### src/rtl/vga_hsync_line_capture_if.sv
// rtl/vga_hsync_line_capture_if.sv - video-in / capture-out bundle for vga_hsync_line_capture
//
// Purpose: groups the timing-generator inputs (HSYNC, rgb) with the
// recovered pixel/line/status outputs of the line capture block.
//   HSYNC, rgb        : video from the generator (active-low sync, 1-bit pixel)
//   pixel_valid/col/data : per-pixel strobe, column and sampled value
//   line_valid/line_data : end-of-line strobe and the captured line
//   locked, sync_err, err_count : timing status
// Modports: master drives video and observes results, slave is the capture block.
interface vga_hsync_line_capture_if #(
  parameter int HPIXELS = 128
);
  localparam int COL_W = $clog2(HPIXELS);

  logic               HSYNC;
  logic               rgb;
  logic               pixel_valid;
  logic [COL_W-1:0]   pixel_col;
  logic               pixel_data;
  logic [HPIXELS-1:0] line_data;
  logic               line_valid;
  logic               locked;
  logic               sync_err;
  logic [7:0]         err_count;

  modport master (
    output HSYNC, rgb,
    input  pixel_valid, pixel_col, pixel_data, line_data, line_valid,
    input  locked, sync_err, err_count
  );

  modport slave (
    input  HSYNC, rgb,
    output pixel_valid, pixel_col, pixel_data, line_data, line_valid,
    output locked, sync_err, err_count
  );
endinterface

### src/rtl/vga_hsync_line_capture.sv
// rtl/vga_hsync_line_capture.sv - horizontal VGA timing checker and line grabber
//
// Purpose: follows HSYNC from the horizontal timing generator, checks sync
// width, back porch, active length and front porch, samples rgb in the middle
// of every pixel and assembles one line per HSYNC period.
// Ports:
//   clk   : system clock shared with the generator
//   reset : synchronous, active-high
//   bus   : slave side of vga_hsync_line_capture_if (HSYNC/rgb in,
//           pixel/line strobes, locked, sync_err, err_count out)
module vga_hsync_line_capture #(
  parameter int CYCLES_PER_PIXEL = 20,
  parameter int HPIXELS          = 128,
  parameter int DISP_CYCLES      = 2560,
  parameter int FP_CYCLES        = 64,
  parameter int SYNC_CYCLES      = 384,
  parameter int BP_CYCLES        = 192,
  parameter int TOL              = 2
) (
  input  logic                     clk,
  input  logic                     reset,
  vga_hsync_line_capture_if.slave  bus
);

  localparam int CNT_W = 12;
  localparam int COL_W = $clog2(HPIXELS);
  localparam int PH_W  = $clog2(CYCLES_PER_PIXEL);

  localparam logic [CNT_W-1:0] SYNC_MIN = CNT_W'(SYNC_CYCLES - TOL);
  localparam logic [CNT_W-1:0] SYNC_MAX = CNT_W'(SYNC_CYCLES + TOL);
  localparam logic [CNT_W-1:0] BP_LAST  = CNT_W'(BP_CYCLES - 1);
  localparam logic [CNT_W-1:0] K_LAST   = CNT_W'(DISP_CYCLES - 1);
  localparam logic [CNT_W-1:0] FP_MIN   = CNT_W'(FP_CYCLES - TOL);
  localparam logic [CNT_W-1:0] FP_MAX   = CNT_W'(FP_CYCLES + TOL);
  localparam logic [PH_W-1:0]  PH_SAMP  = PH_W'(CYCLES_PER_PIXEL / 2);
  localparam logic [PH_W-1:0]  PH_LAST  = PH_W'(CYCLES_PER_PIXEL - 1);

  typedef enum logic [2:0] {
    ST_HUNT,
    ST_SYNC,
    ST_BP,
    ST_ACTIVE,
    ST_FP
  } state_t;

  state_t             state_q, state_d;
  logic               hs_q, hs_d;
  logic [CNT_W-1:0]   cnt_q, cnt_d;
  logic [PH_W-1:0]    phase_q, phase_d;
  logic [COL_W-1:0]   col_q, col_d;
  logic               pixel_valid_q, pixel_valid_d;
  logic [COL_W-1:0]   pixel_col_q, pixel_col_d;
  logic               pixel_data_q, pixel_data_d;
  logic [HPIXELS-1:0] line_data_q, line_data_d;
  logic               line_valid_q, line_valid_d;
  logic               locked_q, locked_d;
  logic               sync_err_q, sync_err_d;
  logic [7:0]         err_count_q, err_count_d;

  logic fall;
  logic err_evt;
  logic accept_evt;
  logic sample_evt;
  logic line_done_evt;

  // hs_q resets to 0 so a sync held low through reset release is not a fall.
  assign fall = !bus.HSYNC && hs_q;
  assign hs_d = bus.HSYNC;

  // State register (also holds the datapath flops).
  always_ff @(posedge clk) begin
    if (reset) begin
      state_q       <= ST_HUNT;
      hs_q          <= 1'b0;
      cnt_q         <= '0;
      phase_q       <= '0;
      col_q         <= '0;
      pixel_valid_q <= 1'b0;
      pixel_col_q   <= '0;
      pixel_data_q  <= 1'b0;
      line_data_q   <= '0;
      line_valid_q  <= 1'b0;
      locked_q      <= 1'b0;
      sync_err_q    <= 1'b0;
      err_count_q   <= '0;
    end else begin
      state_q       <= state_d;
      hs_q          <= hs_d;
      cnt_q         <= cnt_d;
      phase_q       <= phase_d;
      col_q         <= col_d;
      pixel_valid_q <= pixel_valid_d;
      pixel_col_q   <= pixel_col_d;
      pixel_data_q  <= pixel_data_d;
      line_data_q   <= line_data_d;
      line_valid_q  <= line_valid_d;
      locked_q      <= locked_d;
      sync_err_q    <= sync_err_d;
      err_count_q   <= err_count_d;
    end
  end

  // Next-state logic. cnt_q is the number of samples already counted in the
  // current state; the sample arriving now is number cnt_q+1 (or k = cnt_q in
  // ACTIVE).
  always_comb begin
    state_d       = state_q;
    err_evt       = 1'b0;
    accept_evt    = 1'b0;
    sample_evt    = 1'b0;
    line_done_evt = 1'b0;
    case (state_q)
      ST_HUNT: begin
        if (fall) state_d = ST_SYNC;
      end
      ST_SYNC: begin
        if (!bus.HSYNC) begin
          // This low sample would make the width SYNC_MAX+1.
          if (cnt_q == SYNC_MAX) err_evt = 1'b1;
        end else if (cnt_q >= SYNC_MIN && cnt_q <= SYNC_MAX) begin
          state_d = ST_BP;
        end else begin
          err_evt = 1'b1;
        end
      end
      ST_BP: begin
        if (!bus.HSYNC)            err_evt = 1'b1;
        else if (cnt_q == BP_LAST) state_d = ST_ACTIVE;
      end
      ST_ACTIVE: begin
        if (!bus.HSYNC) begin
          err_evt = 1'b1;
        end else begin
          if (phase_q == PH_SAMP) sample_evt = 1'b1;
          if (cnt_q == K_LAST) begin
            state_d       = ST_FP;
            line_done_evt = 1'b1;
          end
        end
      end
      ST_FP: begin
        // The last ACTIVE sample was high, so any low sample here is a fall.
        if (!bus.HSYNC) begin
          if (cnt_q >= FP_MIN) begin
            accept_evt = 1'b1;
            state_d    = ST_SYNC;
          end else begin
            err_evt = 1'b1;
          end
        end else if (cnt_q == FP_MAX) begin
          err_evt = 1'b1;
        end
      end
      default: state_d = ST_HUNT;
    endcase
    if (err_evt) state_d = ST_HUNT;
  end

  // Output / datapath logic.
  always_comb begin
    cnt_d         = cnt_q;
    phase_d       = phase_q;
    col_d         = col_q;
    pixel_valid_d = 1'b0;
    pixel_col_d   = pixel_col_q;
    pixel_data_d  = pixel_data_q;
    line_data_d   = line_data_q;
    line_valid_d  = 1'b0;
    locked_d      = locked_q;
    sync_err_d    = 1'b0;
    err_count_d   = err_count_q;

    // The sample that causes a SYNC or BP entry is that state's first sample.
    if (state_d != state_q) begin
      cnt_d = (state_d == ST_SYNC || state_d == ST_BP) ? CNT_W'(1) : '0;
    end else if (state_q != ST_HUNT) begin
      cnt_d = cnt_q + CNT_W'(1);
    end

    if (state_q == ST_BP && state_d == ST_ACTIVE) begin
      phase_d     = '0;
      col_d       = '0;
      line_data_d = '0;
    end else if (state_q == ST_ACTIVE) begin
      if (phase_q == PH_LAST) begin
        phase_d = '0;
        col_d   = col_q + COL_W'(1);
      end else begin
        phase_d = phase_q + PH_W'(1);
      end
    end

    if (sample_evt) begin
      line_data_d[col_q] = bus.rgb;
      pixel_valid_d      = 1'b1;
      pixel_col_d        = col_q;
      pixel_data_d       = bus.rgb;
    end

    if (line_done_evt) line_valid_d = 1'b1;
    if (accept_evt)    locked_d     = 1'b1;

    if (err_evt) begin
      sync_err_d = 1'b1;
      locked_d   = 1'b0;
      if (err_count_q != 8'hFF) err_count_d = err_count_q + 8'd1;
    end
  end

  assign bus.pixel_valid = pixel_valid_q;
  assign bus.pixel_col   = pixel_col_q;
  assign bus.pixel_data  = pixel_data_q;
  assign bus.line_data   = line_data_q;
  assign bus.line_valid  = line_valid_q;
  assign bus.locked      = locked_q;
  assign bus.sync_err    = sync_err_q;
  assign bus.err_count   = err_count_q;

endmodule

### src/flat_wrapper.sv
// flat-port wrapper written by rule: the top's interface ports become plain ports
module vga_hsync_line_capture_flat 
#(
  parameter int CYCLES_PER_PIXEL = 20,
  parameter int HPIXELS          = 128,
  parameter int DISP_CYCLES      = 2560,
  parameter int FP_CYCLES        = 64,
  parameter int SYNC_CYCLES      = 384,
  parameter int BP_CYCLES        = 192,
  parameter int TOL              = 2
)
  (clk, reset, bus_HSYNC, bus_rgb, bus_pixel_valid, bus_pixel_col, bus_pixel_data, bus_line_data, bus_line_valid, bus_locked, bus_sync_err, bus_err_count);
  vga_hsync_line_capture_if #(.HPIXELS(HPIXELS)) bus_i ();
  input  logic clk;
  input  logic reset;
  input wire logic [$bits(bus_i.HSYNC)-1:0] bus_HSYNC;
  input wire logic [$bits(bus_i.rgb)-1:0] bus_rgb;
  output wire logic [$bits(bus_i.pixel_valid)-1:0] bus_pixel_valid;
  output wire logic [$bits(bus_i.pixel_col)-1:0] bus_pixel_col;
  output wire logic [$bits(bus_i.pixel_data)-1:0] bus_pixel_data;
  output wire logic [$bits(bus_i.line_data)-1:0] bus_line_data;
  output wire logic [$bits(bus_i.line_valid)-1:0] bus_line_valid;
  output wire logic [$bits(bus_i.locked)-1:0] bus_locked;
  output wire logic [$bits(bus_i.sync_err)-1:0] bus_sync_err;
  output wire logic [$bits(bus_i.err_count)-1:0] bus_err_count;
  assign bus_i.HSYNC = bus_HSYNC;
  assign bus_i.rgb = bus_rgb;
  assign bus_pixel_valid = bus_i.pixel_valid;
  assign bus_pixel_col = bus_i.pixel_col;
  assign bus_pixel_data = bus_i.pixel_data;
  assign bus_line_data = bus_i.line_data;
  assign bus_line_valid = bus_i.line_valid;
  assign bus_locked = bus_i.locked;
  assign bus_sync_err = bus_i.sync_err;
  assign bus_err_count = bus_i.err_count;
  vga_hsync_line_capture #(.CYCLES_PER_PIXEL(CYCLES_PER_PIXEL), .HPIXELS(HPIXELS), .DISP_CYCLES(DISP_CYCLES), .FP_CYCLES(FP_CYCLES), .SYNC_CYCLES(SYNC_CYCLES), .BP_CYCLES(BP_CYCLES), .TOL(TOL)) u_core (.clk(clk), .reset(reset), .bus(bus_i));
endmodule
### config.mk
export PLATFORM = sky130hd
export DESIGN_NAME = vga_hsync_line_capture_flat
export DESIGN_NICKNAME = d
export VERILOG_FILES = /design/src/rtl/vga_hsync_line_capture_if.sv /design/src/rtl/vga_hsync_line_capture.sv /design/src/flat_wrapper.sv
export SDC_FILE = /design/constraint.sdc
export NUM_CORES = 1
export LEC_CHECK = 0
export CAP_MARGIN = 10
export CELL_PAD_IN_SITES_DETAIL_PLACEMENT = 0
export CELL_PAD_IN_SITES_GLOBAL_PLACEMENT = 1
export CORE_MARGIN = 2
export CORE_UTILIZATION = 35
export CTS_CLUSTER_SIZE = 30
export DETAILED_ROUTE_END_ITERATION = 16
export GPL_ROUTABILITY_DRIVEN = 0
export PLACE_DENSITY_LB_ADDON = 0.1
export SYNTH_ARGS = -nofsm -noshare
export SYNTH_HDL_FRONTEND = slang
export SYNTH_SLANG_ARGS = --single-unit
export TNS_END_PERCENT = 10
### constraint.sdc
create_clock -name clk -period 2 [get_ports clk]
set_input_delay 0.5 -clock clk [delete_from_list [all_inputs] [get_ports clk]]
set_output_delay 0.5 -clock clk [all_outputs]
set_load 0.02 [all_outputs]
# Yosys cells after proc, flatten, opt, wreduce, memory -nomap -nowiden
# Cells that the tools add are included.
# classes
addsub	4
order_cmp	5
n_eq_ne	15
n_mux	40
reduce_logical	14
# ops
operator	count
$mux W128	2
$bwmux W128	1
$mux W3	10
$mux W12	2
$mux W1	21
$pmux W3 S5	1
$add A12 B1 Y12 const B	1
$eq A12 B12 Y1 const B	1
$eq A12 B7 Y1 const B	1
$eq A12 B8 Y1 const B	1
$eq A12 B9 Y1 const B	1
$eq A3 B2 Y1 const B	4
$ge A12 B6 Y1 const B	1
$ge A12 B9 Y1 const B	1
$le A12 B9 Y1 const B	1
$add A8 B1 Y8 const B	1
$lt A7 B8 Y1 const B	1
$ne A8 B8 Y1 const B	1
$add A7 B1 Y7 const B	1
$demux W1 S7	1
$ge A7 B1 Y1 const B	1
$eq A3 B1 Y1 const B	2
$reduce_or A2 Y1	3
$add A5 B1 Y5 const B	1
13 further kinds	17
# word_totals
ff_bits	176
in_bits	4
output_inout_bits	148
elab_cells	91

# Logic depth before layout (Yosys ltp)
# depth
word_depth	11
ltp_mapped	10
mapped_depth_nobuf	9

# Worst setup path after synthesis
# Ideal clock, no wire load.
# synth_timing
path_kind	reg-to-reg
startpoint	register u_core.phase_q[0]
endpoint	register u_core.line_data_q[70], in the netlist u_core.bus.line_data[70]
setup_ps	130
arrival_time_ps	1962
t_required_ps	1870
slack_ps	-92
stages_incl_launch_ff	10
n_path_buf	2
synth_period_minus_slack_ps	2092
cell_sequence	dfxtp_1 -> inv_1 -> ha_1 -> nand4b_1 -> or3_1 -> or4_1 -> buf_2 -> buf_2 -> o211ai_2 -> o31ai_1
# synth_via
elab_chain_len	5
# synth_rtl
element	line_no	text
from (decl)	vga_hsync_line_capture.sv:49	logic [PH_W-1:0] phase_q, phase_d;
from (signal assigned)	vga_hsync_line_capture.sv:90	phase_q <= phase_d;
$eq A5 B4 Y1	vga_hsync_line_capture.sv:134	if (phase_q == PH_SAMP) sample_evt = 1'b1;
$mux W1	vga_hsync_line_capture.sv:134	
$mux W1	vga_hsync_line_capture.sv:131	if (!bus.HSYNC) begin
$mux W1	vga_hsync_line_capture.sv:112	case (state_q)
$mux W128	vga_hsync_line_capture.sv:193	if (sample_evt) begin
to (signal assigned)	vga_hsync_line_capture.sv:95	line_data_q <= line_data_d;
to (decl)	vga_hsync_line_capture.sv:54	logic [HPIXELS-1:0] line_data_q, line_data_d;
# Every way passes these cells.
# A chain may end at the register's enable or synchronous reset.

# Final worst setup path
# layout_timing
startpoint	register u_core.cnt_q[9]
endpoint	register u_core.line_data_q[10], in the netlist u_core.bus.line_data[10]
# layout_via
elab_chain_len	11
elab_cells_between_ends	30
classes_between	3 x order compare; 5 x eq/ne; 20 x mux; 2 x reduce/logical
# layout_rtl
element	line_no	text
from (decl)	vga_hsync_line_capture.sv:48	logic [CNT_W-1:0] cnt_q, cnt_d;
from (signal assigned)	vga_hsync_line_capture.sv:89	cnt_q <= cnt_d;
$ge A12 B9 Y1 or $le A12 B9 Y1 (tied branches)	vga_hsync_line_capture.sv:120	end else if (cnt_q >= SYNC_MIN && cnt_q <= SYNC_MAX) begin
$logic_and A1 B1 Y1	vga_hsync_line_capture.sv:120	
$mux W3 or $mux W1 (tied branches)	vga_hsync_line_capture.sv:120	
$mux W3 or $mux W1 (tied branches)	vga_hsync_line_capture.sv:117	if (!bus.HSYNC) begin
$pmux W3 S5 or $pmux W1 S3 (tied branches)	vga_hsync_line_capture.sv:112	
$mux W3 (*)	vga_hsync_line_capture.sv:156	if (err_evt) state_d = ST_HUNT;
$eq A3 B2 Y1 (*)	vga_hsync_line_capture.sv:180	if (state_q == ST_BP && state_d == ST_ACTIVE) begin
$logic_and A1 B1 Y1 (*)	vga_hsync_line_capture.sv:180	
$mux W128 (*)	vga_hsync_line_capture.sv:180	
$bwmux W128	vga_hsync_line_capture.sv:194	line_data_d[col_q] = bus.rgb;
$mux W128 (*)	vga_hsync_line_capture.sv:193	
# Mark *: on every way between the ends. The rest lies on a longest branch, timed or not.

==> summary.md <==
| Metric | Value |
|---|---|
| Status | complete, but fails checks |
| Failing checks | setup timing |
| DR vias/cell | 5.03 |
| GR Util met3 | around 4% |
| Overall Power | 7.28 mW |
| Clk slew on worst S/H paths | 0.07 ns |
| Core area | 0.0212 mm^2 |
| Antenna violations before repair | 0 |
| Total gr overflow | 0 |
| Final Hold Vio Count | 0 |
| Mean Syn Cell Area | 8.88 um^2 |
| Vias in the first global route | 6392 |
| Post-synthesis compound-gate area fraction | 15.4% |
| Largest net degree at the start of global routing | 32 |
| Final Cycle Share | 109% |
| Cells after Synth | 853 |
| Row count | 53 |
| Die Span Y | 151 um |
| Worst-Margin Slew | slightly above 0.5 ns |
| Worst Hold Class | reg2reg |
| Synth cell count leaders | dfxtp_1, nand2_1, nor2_1, clkbuf_1, o31ai_1 |
| CTS Sinks | roughly 180 |
| WS Path Type | reg2reg |
| Layout area overhead | 46.8% |
| Syn Nets | 863 |
| GRT Resource Usage Total | 19.9% |
| CTS tree | built |
| Leak | 4.30 nW |
| H-tree depth | 4 |
| Cell accounting for the most synthesized area | dfxtp_1 |
| Root buf cell | clkbuf_16 |
| Post-layout net count | approximately 1100 |
| Synth cell types | 60 |
| Grt met2 use | between 30% and 40% |
| Top cells by area, synth | dfxtp_1, nand2_1, mux2i_1 |
| PnR worst setup slack | -0.178 ns |
| Die ar. | approximately 0.023 mm^2 |
| Crit path time final | between 2 and 2.5 ns |
| Slew Limit Fails | 0 |
| I/O pin total | 152 |
| Layout cells sized above 1 | 21.2% |
| Simple-Gate Fraction of Synth Area | between 20% and 30% |
| Post-synth EDFFs | 0 |
| Req. time, crit path | 2.31 ns |
| Top cell type's share of synthesized area | roughly 47% |
| Routed WL | 22300 um |
| Dpl hpwl | 15200 um |
| Post-Place Setup Slack | -0.859 ns |
| Sequential fraction of the synthesis area | 46.5% |
| Synth Warn # | 0 |
| Proportion of synthesized area in mux cells | 6.36% |
| First-pass GRT wire length | between 30000 and 40000 um |
| Startpoint types | flip-flop |
| Peak supply drop | roughly 520 uV |
| Post-synthesis async set-or-reset flop share | 0% |
| CP Capture Type | flip-flop |
| Dominant synthesized flop cell | dfxtp_1 |
| M1 GR Usage | 27.9% |
| Fin Clk Skew | ~0.018 ns |
| Routed WL per cell | 16.3 um |
| # hold bufs at CTS | 0 |
| Clk_lat worst skew | 0.44 ns |
| TritonCTS Buffers | 17 |
| Port buffer count | between 150 and 200 |
| FMAX | 459 MHz |
| Worst Path Max Fanout | 10 |
| Die X | 151 um |
| DRC viols | 0 |
| Initial cell density of the core | around 36% |
| Pwr Density | ~650 mW/mm^2 |
| Crit path arrival time | around 2.5 ns |
| Maxcap violations | 0 |
| Drt initial violations | 357 |
| Antenna-violating nets left | 0 |
| Mapped Area | around 0.0076 mm^2 |
| Drt pass-1 iters | 5 |
| Grt peak-use layer | met2 |
| RSZ-0062 raised after global routing | yes |
| Rel. slew slack | 66.2% |
| Post-synthesis xor/xnor area fraction | 3.12% |
| Post-synthesis adder-cell area fraction | less than 1% |
| Most numerous cell in the Yosys netlist | dfxtp_1 |
| Endpoints failing setup | 101 |
| Largest family of logic cells by synthesized area | simple AND/OR/NAND/NOR gates |
| Synthesis-stage register bit count | 176 |
| Final-layout fill cell count | 1987 |
| Via Count | roughly 7000 |
| Antenna fix cells | 0 |
| Max Root-Sink Buffers | 2 |
-- path summary, 6_finish.rpt --
kind | start | to | slack, ns | cells past startpoint
setup reg to reg | u_core.cnt_q[9] | u_core.bus.line_data[10] | -0.18 | 10
hold reg to reg | u_core.bus.locked | u_core.bus.locked | 0.44 | 2
hold / removal | u_core.bus.locked | u_core.bus.locked | 0.44 | 2
setup / recovery | u_core.cnt_q[9] | u_core.bus.line_data[10] | -0.18 | 10
-- sequential cells by signal, indices dropped and copies added (netlist names) --
register                count
u_core.bus.pixel_data       1
u_core.bus.err_count        8
u_core.phase_q              5
u_core.col_q                7
u_core.bus.pixel_col        7
u_core.cnt_q               12
u_core.state_q              3
u_core.bus.locked           1
u_core.bus.line_valid       1
u_core.bus.line_data      128
u_core.bus.pixel_valid      1
u_core.bus.sync_err         1
u_core.hs_q                 1
-- cell families (layout without fill, tap and decap cells) --
kind of cell             after synthesis  in the layout
AND/OR/NAND/NOR                      356            357
flip-flops                           176            176
AO/OA/AOI/OAI                        165            165
buffers and inverters                 75            313
multiplexers                          48             48
XOR/XNOR                              27             27
adder cells (fa/ha/maj)                6              6
-- timing repair --
item	4_1_cts	5_1_grt
pin swaps	14	8
endpoints found under the setup margin	158	162
setup buffers	9	0
gates cloned	5	0
gates resized for setup	30	20
-- where the power goes --
group / total [mW] / internal [mW] / switching [mW]
clock: 3.42 / 1.83 / 1.60
sequential: 3.51 / 3.51 / 0.00531
combinational: 0.339 / 0.154 / 0.186
-- layout make-up --
type	instances	area (um^2)	share of cell area [%]
Multi-Input combinational cell	603	3890	35.0
Clock inverter	14	173	1.55
Timing Repair Buffer	277	2720	24.5
Inverter	4	15.0	0.135
Sequential cell	176	3530	31.8
Tap cell	275	344	3.09
Clock buffer	18	439	3.95
-- stage by stage --
stage	hold slack, ns	utilization (%)	cells	instance area, um^2	setup TNS (ns)
after global placement	0.430	48.0	1321	10200	-111.98
after global routing	0.453	52.6	1367	11100	-21.56
after floorplan	0.486	-	853	7620	-0.329
after CTS	0.444	52.3	1367	11100	-5.69
after detailed placement	0.433	48.0	1321	10200	-116.01
final	0.439	52.6	1367	11100	-7.42
-- metal layers --
layer | part of all wire [%] | up-vias
li1 | - | 3477
met1 | 49 | 3250
met2 | 46 | 127
met3 | 3.6 | 18
met4 | 0.91 | 0
met5 | 0 | -
-- worst max-delay path: stages, from the launching register on --
cell	delay (ns)
dfxtp_2	0.32
buf_4	0.15
nor4_4	0.34
buf_4	0.17
nand4_1	0.14
buf_4	0.18
nor2b_4	0.15
buf_8	0.15
bufbuf_16	0.28
o211ai_1	0.08
o31ai_1	0.09
-- layout by cell type (no fill, tap or decap), drive strengths merged, types with 30 or more instances in the layout --
cell,instances
o31ai,49
clkdlybuf4s50,145
mux2i,47
nand3,41
o211ai,49
o21ai,30
buf,123
nand2,157
dfxtp,176
nor2,67
No activity file was read; power rests on OpenSTA's default activity.
